==> src/rtl/lamp_fpu_sqrt_round_pkg.sv <==
// lampFPU_pkg: shared LAMP float widths, result type and round-to-nearest-even helper
package lampFPU_pkg;
  localparam int LAMP_FLOAT_S_DW = 1;
  localparam int LAMP_FLOAT_E_DW = 8;
  localparam int LAMP_FLOAT_F_DW = 7;
  localparam int LAMP_FLOAT_DW   = LAMP_FLOAT_S_DW + LAMP_FLOAT_E_DW + LAMP_FLOAT_F_DW;
  localparam logic [LAMP_FLOAT_E_DW+LAMP_FLOAT_F_DW-1:0] INF_E_F = {8'hFF, 7'h00};
  typedef struct packed {
    logic                       s;
    logic [LAMP_FLOAT_E_DW-1:0] e;
    logic [LAMP_FLOAT_F_DW-1:0] f;
  } lamp_res_t;
  // Returns {e_out[7:0], f_out[6:0], inexact, ovf}; exponent math is 9 bits to catch overflow
  function automatic logic [LAMP_FLOAT_E_DW+LAMP_FLOAT_F_DW+1:0] FUNC_rndNearestEven(
    input logic [LAMP_FLOAT_F_DW+4:0] f,
    input logic [LAMP_FLOAT_E_DW-1:0] e
  );
    logic [LAMP_FLOAT_F_DW+3:0] fn;
    logic [LAMP_FLOAT_E_DW:0]   e9;
    logic [LAMP_FLOAT_E_DW:0]   sum;
    logic                       g;
    logic                       st;
    logic                       up;
    logic                       ovf;
    fn  = f[11] ? {f[11:2], |f[1:0]} : f[10:0];
    e9  = {1'b0, e} + {8'd0, f[11]};
    g   = fn[2];
    st  = |fn[1:0];
    up  = g & (st | fn[3]);
    sum = {1'b0, fn[10:3]} + {8'd0, up};
    e9  = e9 + {8'd0, sum[8]};
    ovf = e9 >= 9'h0FF;
    return ovf ? {INF_E_F, g | st, 1'b1} : {e9[7:0], sum[6:0], g | st, 1'b0};
  endfunction
endpackage

==> src/rtl/lamp_fpu_res_fifo.sv <==
// lamp_fpu_res_fifo: result FIFO with registered head; flags pushes lost to a full buffer
module lamp_fpu_res_fifo #(
  parameter int DEPTH = 2,
  parameter int DW    = 16
) (
  input  logic          clk,
  input  logic          rst,
  input  logic          push,
  input  logic [DW-1:0] din,
  input  logic          ready_i,
  output logic          valid_o,
  output logic [DW-1:0] res_o,
  output logic          drop
);
  localparam int AW = $clog2(DEPTH);
  logic [DW-1:0] mem [DEPTH];
  logic [AW:0]   wr_ptr;
  logic [AW:0]   rd_ptr;
  logic [AW:0]   nxt_rd;
  logic          full;
  logic          pop;
  logic          do_push;
  assign full    = (wr_ptr[AW] != rd_ptr[AW]) && (wr_ptr[AW-1:0] == rd_ptr[AW-1:0]);
  assign pop     = valid_o & ready_i;
  assign do_push = push & (~full | pop);
  assign drop    = push & full & ~pop;
  assign nxt_rd  = rd_ptr + {{AW{1'b0}}, pop};
  // Storage array, written only on an accepted push
  always_ff @(posedge clk) begin
    if (do_push) mem[wr_ptr[AW-1:0]] <= din;
  end
  // Pointers and head register; head reflects entries present before this edge's push
  always_ff @(posedge clk or posedge rst) begin
    if (rst) begin
      wr_ptr  <= '0;
      rd_ptr  <= '0;
      valid_o <= 1'b0;
      res_o   <= '0;
    end else begin
      wr_ptr  <= wr_ptr + {{AW{1'b0}}, do_push};
      rd_ptr  <= nxt_rd;
      valid_o <= wr_ptr != nxt_rd;
      res_o   <= (wr_ptr != nxt_rd) ? mem[nxt_rd[AW-1:0]] : res_o;
    end
  end
endmodule

==> src/rtl/lamp_fpu_sqrt_round.sv <==
// lamp_fpu_sqrt_round: RNE round/pack of sqrt results into a backpressured FIFO; LAMP_SQRT_RND_FLAGS_EN enables inexact/ovf flags
module lamp_fpu_sqrt_round
  import lampFPU_pkg::*;
#(
  parameter int FIFO_DEPTH = 2
) (
  input  logic                       clk,
  input  logic                       rst,
  input  logic                       valid_i,
  input  logic [LAMP_FLOAT_S_DW-1:0] s_res_i,
  input  logic [LAMP_FLOAT_E_DW-1:0] e_res_i,
  input  logic [LAMP_FLOAT_F_DW+4:0] f_res_i,
  input  logic                       isToRound_i,
  input  logic                       ready_i,
  output logic                       valid_o,
  output logic [LAMP_FLOAT_DW-1:0]   res_o,
  output logic                       drop_o,
  output logic                       inexact_o,
  output logic                       ovf_o,
  input  logic                       clrFlags_i
);
  logic [LAMP_FLOAT_E_DW+LAMP_FLOAT_F_DW+1:0] rnd;
  lamp_res_t                                  packed_res;
  logic                                       drop;
  assign rnd        = FUNC_rndNearestEven(f_res_i, e_res_i);
  assign packed_res = isToRound_i ? {s_res_i, rnd[16:2]} : {s_res_i, e_res_i, f_res_i[9:3]};
  lamp_fpu_res_fifo #(.DEPTH(FIFO_DEPTH), .DW(LAMP_FLOAT_DW)) u_fifo (
    .clk     (clk),
    .rst     (rst),
    .push    (valid_i),
    .din     (packed_res),
    .ready_i (ready_i),
    .valid_o (valid_o),
    .res_o   (res_o),
    .drop    (drop)
  );
  // Sticky drop flag; a clear wins over a same-cycle drop
  always_ff @(posedge clk or posedge rst) begin
    if (rst) drop_o <= 1'b0;
    else drop_o <= ~clrFlags_i & (drop_o | drop);
  end
`ifdef LAMP_SQRT_RND_FLAGS_EN
  logic flag_set;
  assign flag_set = valid_i & isToRound_i & ~drop;
  // Sticky rounding flags, set only by results that actually entered the FIFO
  always_ff @(posedge clk or posedge rst) begin
    if (rst) begin
      inexact_o <= 1'b0;
      ovf_o     <= 1'b0;
    end else begin
      inexact_o <= ~clrFlags_i & (inexact_o | (flag_set & rnd[1]));
      ovf_o     <= ~clrFlags_i & (ovf_o | (flag_set & rnd[0]));
    end
  end
`else
  logic unused_flags;
  assign unused_flags = ^rnd[1:0];
  assign inexact_o    = 1'b0;
  assign ovf_o        = 1'b0;
`endif
endmodule

==> config.mk <==
export PLATFORM = sky130hd
export DESIGN_NAME = lamp_fpu_sqrt_round
export DESIGN_NICKNAME = d
export VERILOG_FILES = /design/src/rtl/lamp_fpu_sqrt_round_pkg.sv /design/src/rtl/lamp_fpu_res_fifo.sv /design/src/rtl/lamp_fpu_sqrt_round.sv
export SDC_FILE = /design/constraint.sdc
export NUM_CORES = 1
export LEC_CHECK = 0
export BUFFER_PORTS_ARGS = -buffer_cell sky130_fd_sc_hd__clkbuf_2
export CAP_MARGIN = 0
export CORE_AREA = 10 10 79 81
export DETAILED_ROUTE_END_ITERATION = 16
export DIE_AREA = 0 0 89 91
export PLACE_DENSITY_LB_ADDON = 0.08
export SYNTH_ARGS = -nofsm -noshare
export SYNTH_HDL_FRONTEND = slang
export SYNTH_SLANG_ARGS = --single-unit
==> constraint.sdc <==
create_clock -name clk -period 5.4 [get_ports clk]
set_clock_uncertainty 0.2 [all_clocks]
set_input_delay 0 -clock clk [delete_from_list [all_inputs] [get_ports clk]]
set_output_delay 0 -clock clk [all_outputs]
set_load 0.05 [all_outputs]
==> flow_summary.ini <==
[run_status]
run_status = finished clean

[power_and_ir_drop]
ir_drop_v = 0.000409
power_w = 0.00174
p_leak_nw = 1.33
p_per_area_nw_per_um2 = 555

[drt]
met2_length_mm = 2.37
wire_per_inst_um = 15.2
drt_iter0_markers = 63
routed.top_layer = met4
dr.pass1.iters = 4
wl_met1_mm = 2.44
drc = 0
detail_route.vias_per_cell = 5.43
dr_wl_met3_um = 274
ant_nets = 0
vias = 1852
finalWirelength_mm = 5.18

[global_route]
grt_pass1_vias = 1953
globalRouteOverflowTotal = 0
grt_start_max_net_pins = 34
grtUsageTotal_pct = 13.8
grt_pass1_wl_mm = 9.14
antenna_found_initial = 0

[logic_synthesis]
ys.warnings.count = 0
syn_inst = 230
synth_area_leaders = edfxtp_1 36%, dfrtp_1 20%, mux2i_1 7.8%
netlist_area_um2 = 2700
synth.avg_cell_area_um2 = 11.8
yosys_most_used_dff = edfxtp_1
synth_seq_cells = 54
yosysTopAreaCell = edfxtp_1
yosysTopAreaCellShare_pct = 35.5
ys_types = 44
synth-edff-count = 32
ys_seq_area_share_pct = 55.9
synthArstFlopShare_pct = 40.7

[critical_path]
endpoint_kind = flop
rr_worst_depth = 6
crit_arrival_ns = 3.16
startpoint_type = input port
timing.rr.end = u_fifo.res_o[13]
r2r_slack_ns = 2.72
r2r-start = u_fifo.valid_o
worstPathMaxFanout = 9
worstSetupPathType = input port to flop
critPathRequiredTime_ns = 5.23

[finish]
drive_above_1_share_pct = 20.9
area_growth_pct = 16.2
diodes = 0
fin_area_um2 = 3140
nNetsFinal = 319
final_cell_mix = 44 x clkbuf_2, 32 x edfxtp_1, 22 x nor2_1, 22 x dfrtp_1, 21 x mux2i_1
layout_commonest_cell = clkbuf_2

[run]
drv_cap = 0

[cts]
cts_buffers = 5
postCtsSetupBuffers = 0
clock_sinks = 54
insertion_delay_ns = 0.30
clkSlewWorstSetupHoldPaths_ns = 0.09
cts_resized = 0
ctsRootBufferMaster = clkbuf_8
cts_hold_buf = 17
htreeDepth = 2
cts_buffer_depth = 2
cts_tree = built

[placed_design]
io_buffers = 44
post_dp_cell_area_um2 = 2890
dp_hpwl_mm = 3.63
place.gp.congestion = 0.833

[timing]
hold_violations = 0
worst_pin_slew_ns = 0.972
finalSetupViolCount = 0
rsz0062_at_grt = false
fmax_ghz = 0.300
final_max_slew_viol_count = 0
min_period_ns = 3.33
fin_tns_setup_ns = 0
relSlewSlack_pct = 35.2
fin_crit_sh_pct = 61.7

[floorplanning]
die_w_um = 89
die_area_um2 = 8100
core_um2 = 4660
fp-row-count = 25
dieHeight_um = 91
pin_count = 47
start_util_pct = 58.0

[worst_hold_path]
min-delay-start = ready_i
min_to = u_fifo.rd_ptr[1]
hold_path_class = input port to flop
hold_path_depth = 4
cells in the mapped netlist, types with 2 or more instances:
library cell and count:
edfxtp_1 32, dfrtp_1 22, nor2_1 22, mux2i_1 21, a21oi_1 20, inv_1 13
xnor2_1 11, o21ai_0 10, nand2_1 9, o22ai_1 7, nand4_1 6, buf_4 5
ha_1 5, xor2_1 5, nand3_1 4, a31oi_1 3, buf_2 3, buf_6 3
mux2_2 2, nor3_1 2, o22a_1 2
routing by layer:
metal | up-vias | GRT usage [%]
met1 | 864 | 18.1
li1 | 932 | -
met2 | 48 | 21.7
met3 | 8 | 2.86
met5 | - | 0
met4 | 0 | 5.57
state kept, by name, indices dropped and copies added, names as in the netlist:
name,count
u_fifo.wr_ptr,2
u_fifo.rd_ptr,2
u_fifo.valid_o,1
drop_o,1
u_fifo.res_o,16
u_fifo.mem,32
area by class of cell:
class                           count  area (um2)
Inverter                           14        52.6
Fill cell                         359        1520
Clock buffer                        6        72.6
Clock inverter                      2        8.76
Tap cell                           54        67.6
Timing Repair Buffer               61         390
Multi-Input combinational cell    150        1040
Sequential cell                    54        1510
through the flow:
step	util [%]	std cells	hold slack, ns	setup WS (ns)
floorplan	-	231	-0.211	2.56
global placement	62.0	316	-0.0435	2.17
detailed placement	62.0	316	-0.0372	2.09
CTS	67.4	341	0.00635	2.08
global route	67.4	341	0.0306	1.76
finish	67.4	341	0.0109	2.07
critical path: stages:
cell and delay (ns):
dlygate4sd3_1 0.53, clkbuf_2 0.16, nand2_1 0.08, o21ai_0 0.08
ha_1 0.26, and4_1 0.23, nand2_1 0.10, nor2_1 0.06
fa_1 0.41, ha_1 0.32, o21ai_2 0.19, a32oi_2 0.14
o31ai_4 0.41, o22ai_1 0.19
logic make-up after synthesis:
group / share of synthesized area [%]
compound gates: 11.5
xor+xnor: 5.18
fa+ha+maj: 3.05
buf+inv: 5.78
flops: 55.9
mux: 8.61
other cells: 0.139
simple gates: 9.86
how the worst max path moves through the flow:
stage | start | endpoint | slack, ns | cells after the start
floorplan | f_res_i[11] | u_fifo.mem[0][0] | 2.56 | 14
global placement | f_res_i[11] | u_fifo.mem[0][5] | 2.17 | 13
detailed placement | f_res_i[11] | u_fifo.mem[1][1] | 2.09 | 13
CTS | f_res_i[5] | u_fifo.mem[0][1] | 2.08 | 14
global route | f_res_i[5] | u_fifo.mem[0][1] | 1.76 | 15
finish | f_res_i[5] | u_fifo.mem[0][1] | 2.07 | 14
power by group:
group	switching (W)	internal, W
combinational	0.000598	0.000253
sequential	0.0000646	0.000618
clock	0.000121	0.0000894
Power figures use the tool's default switching activity.
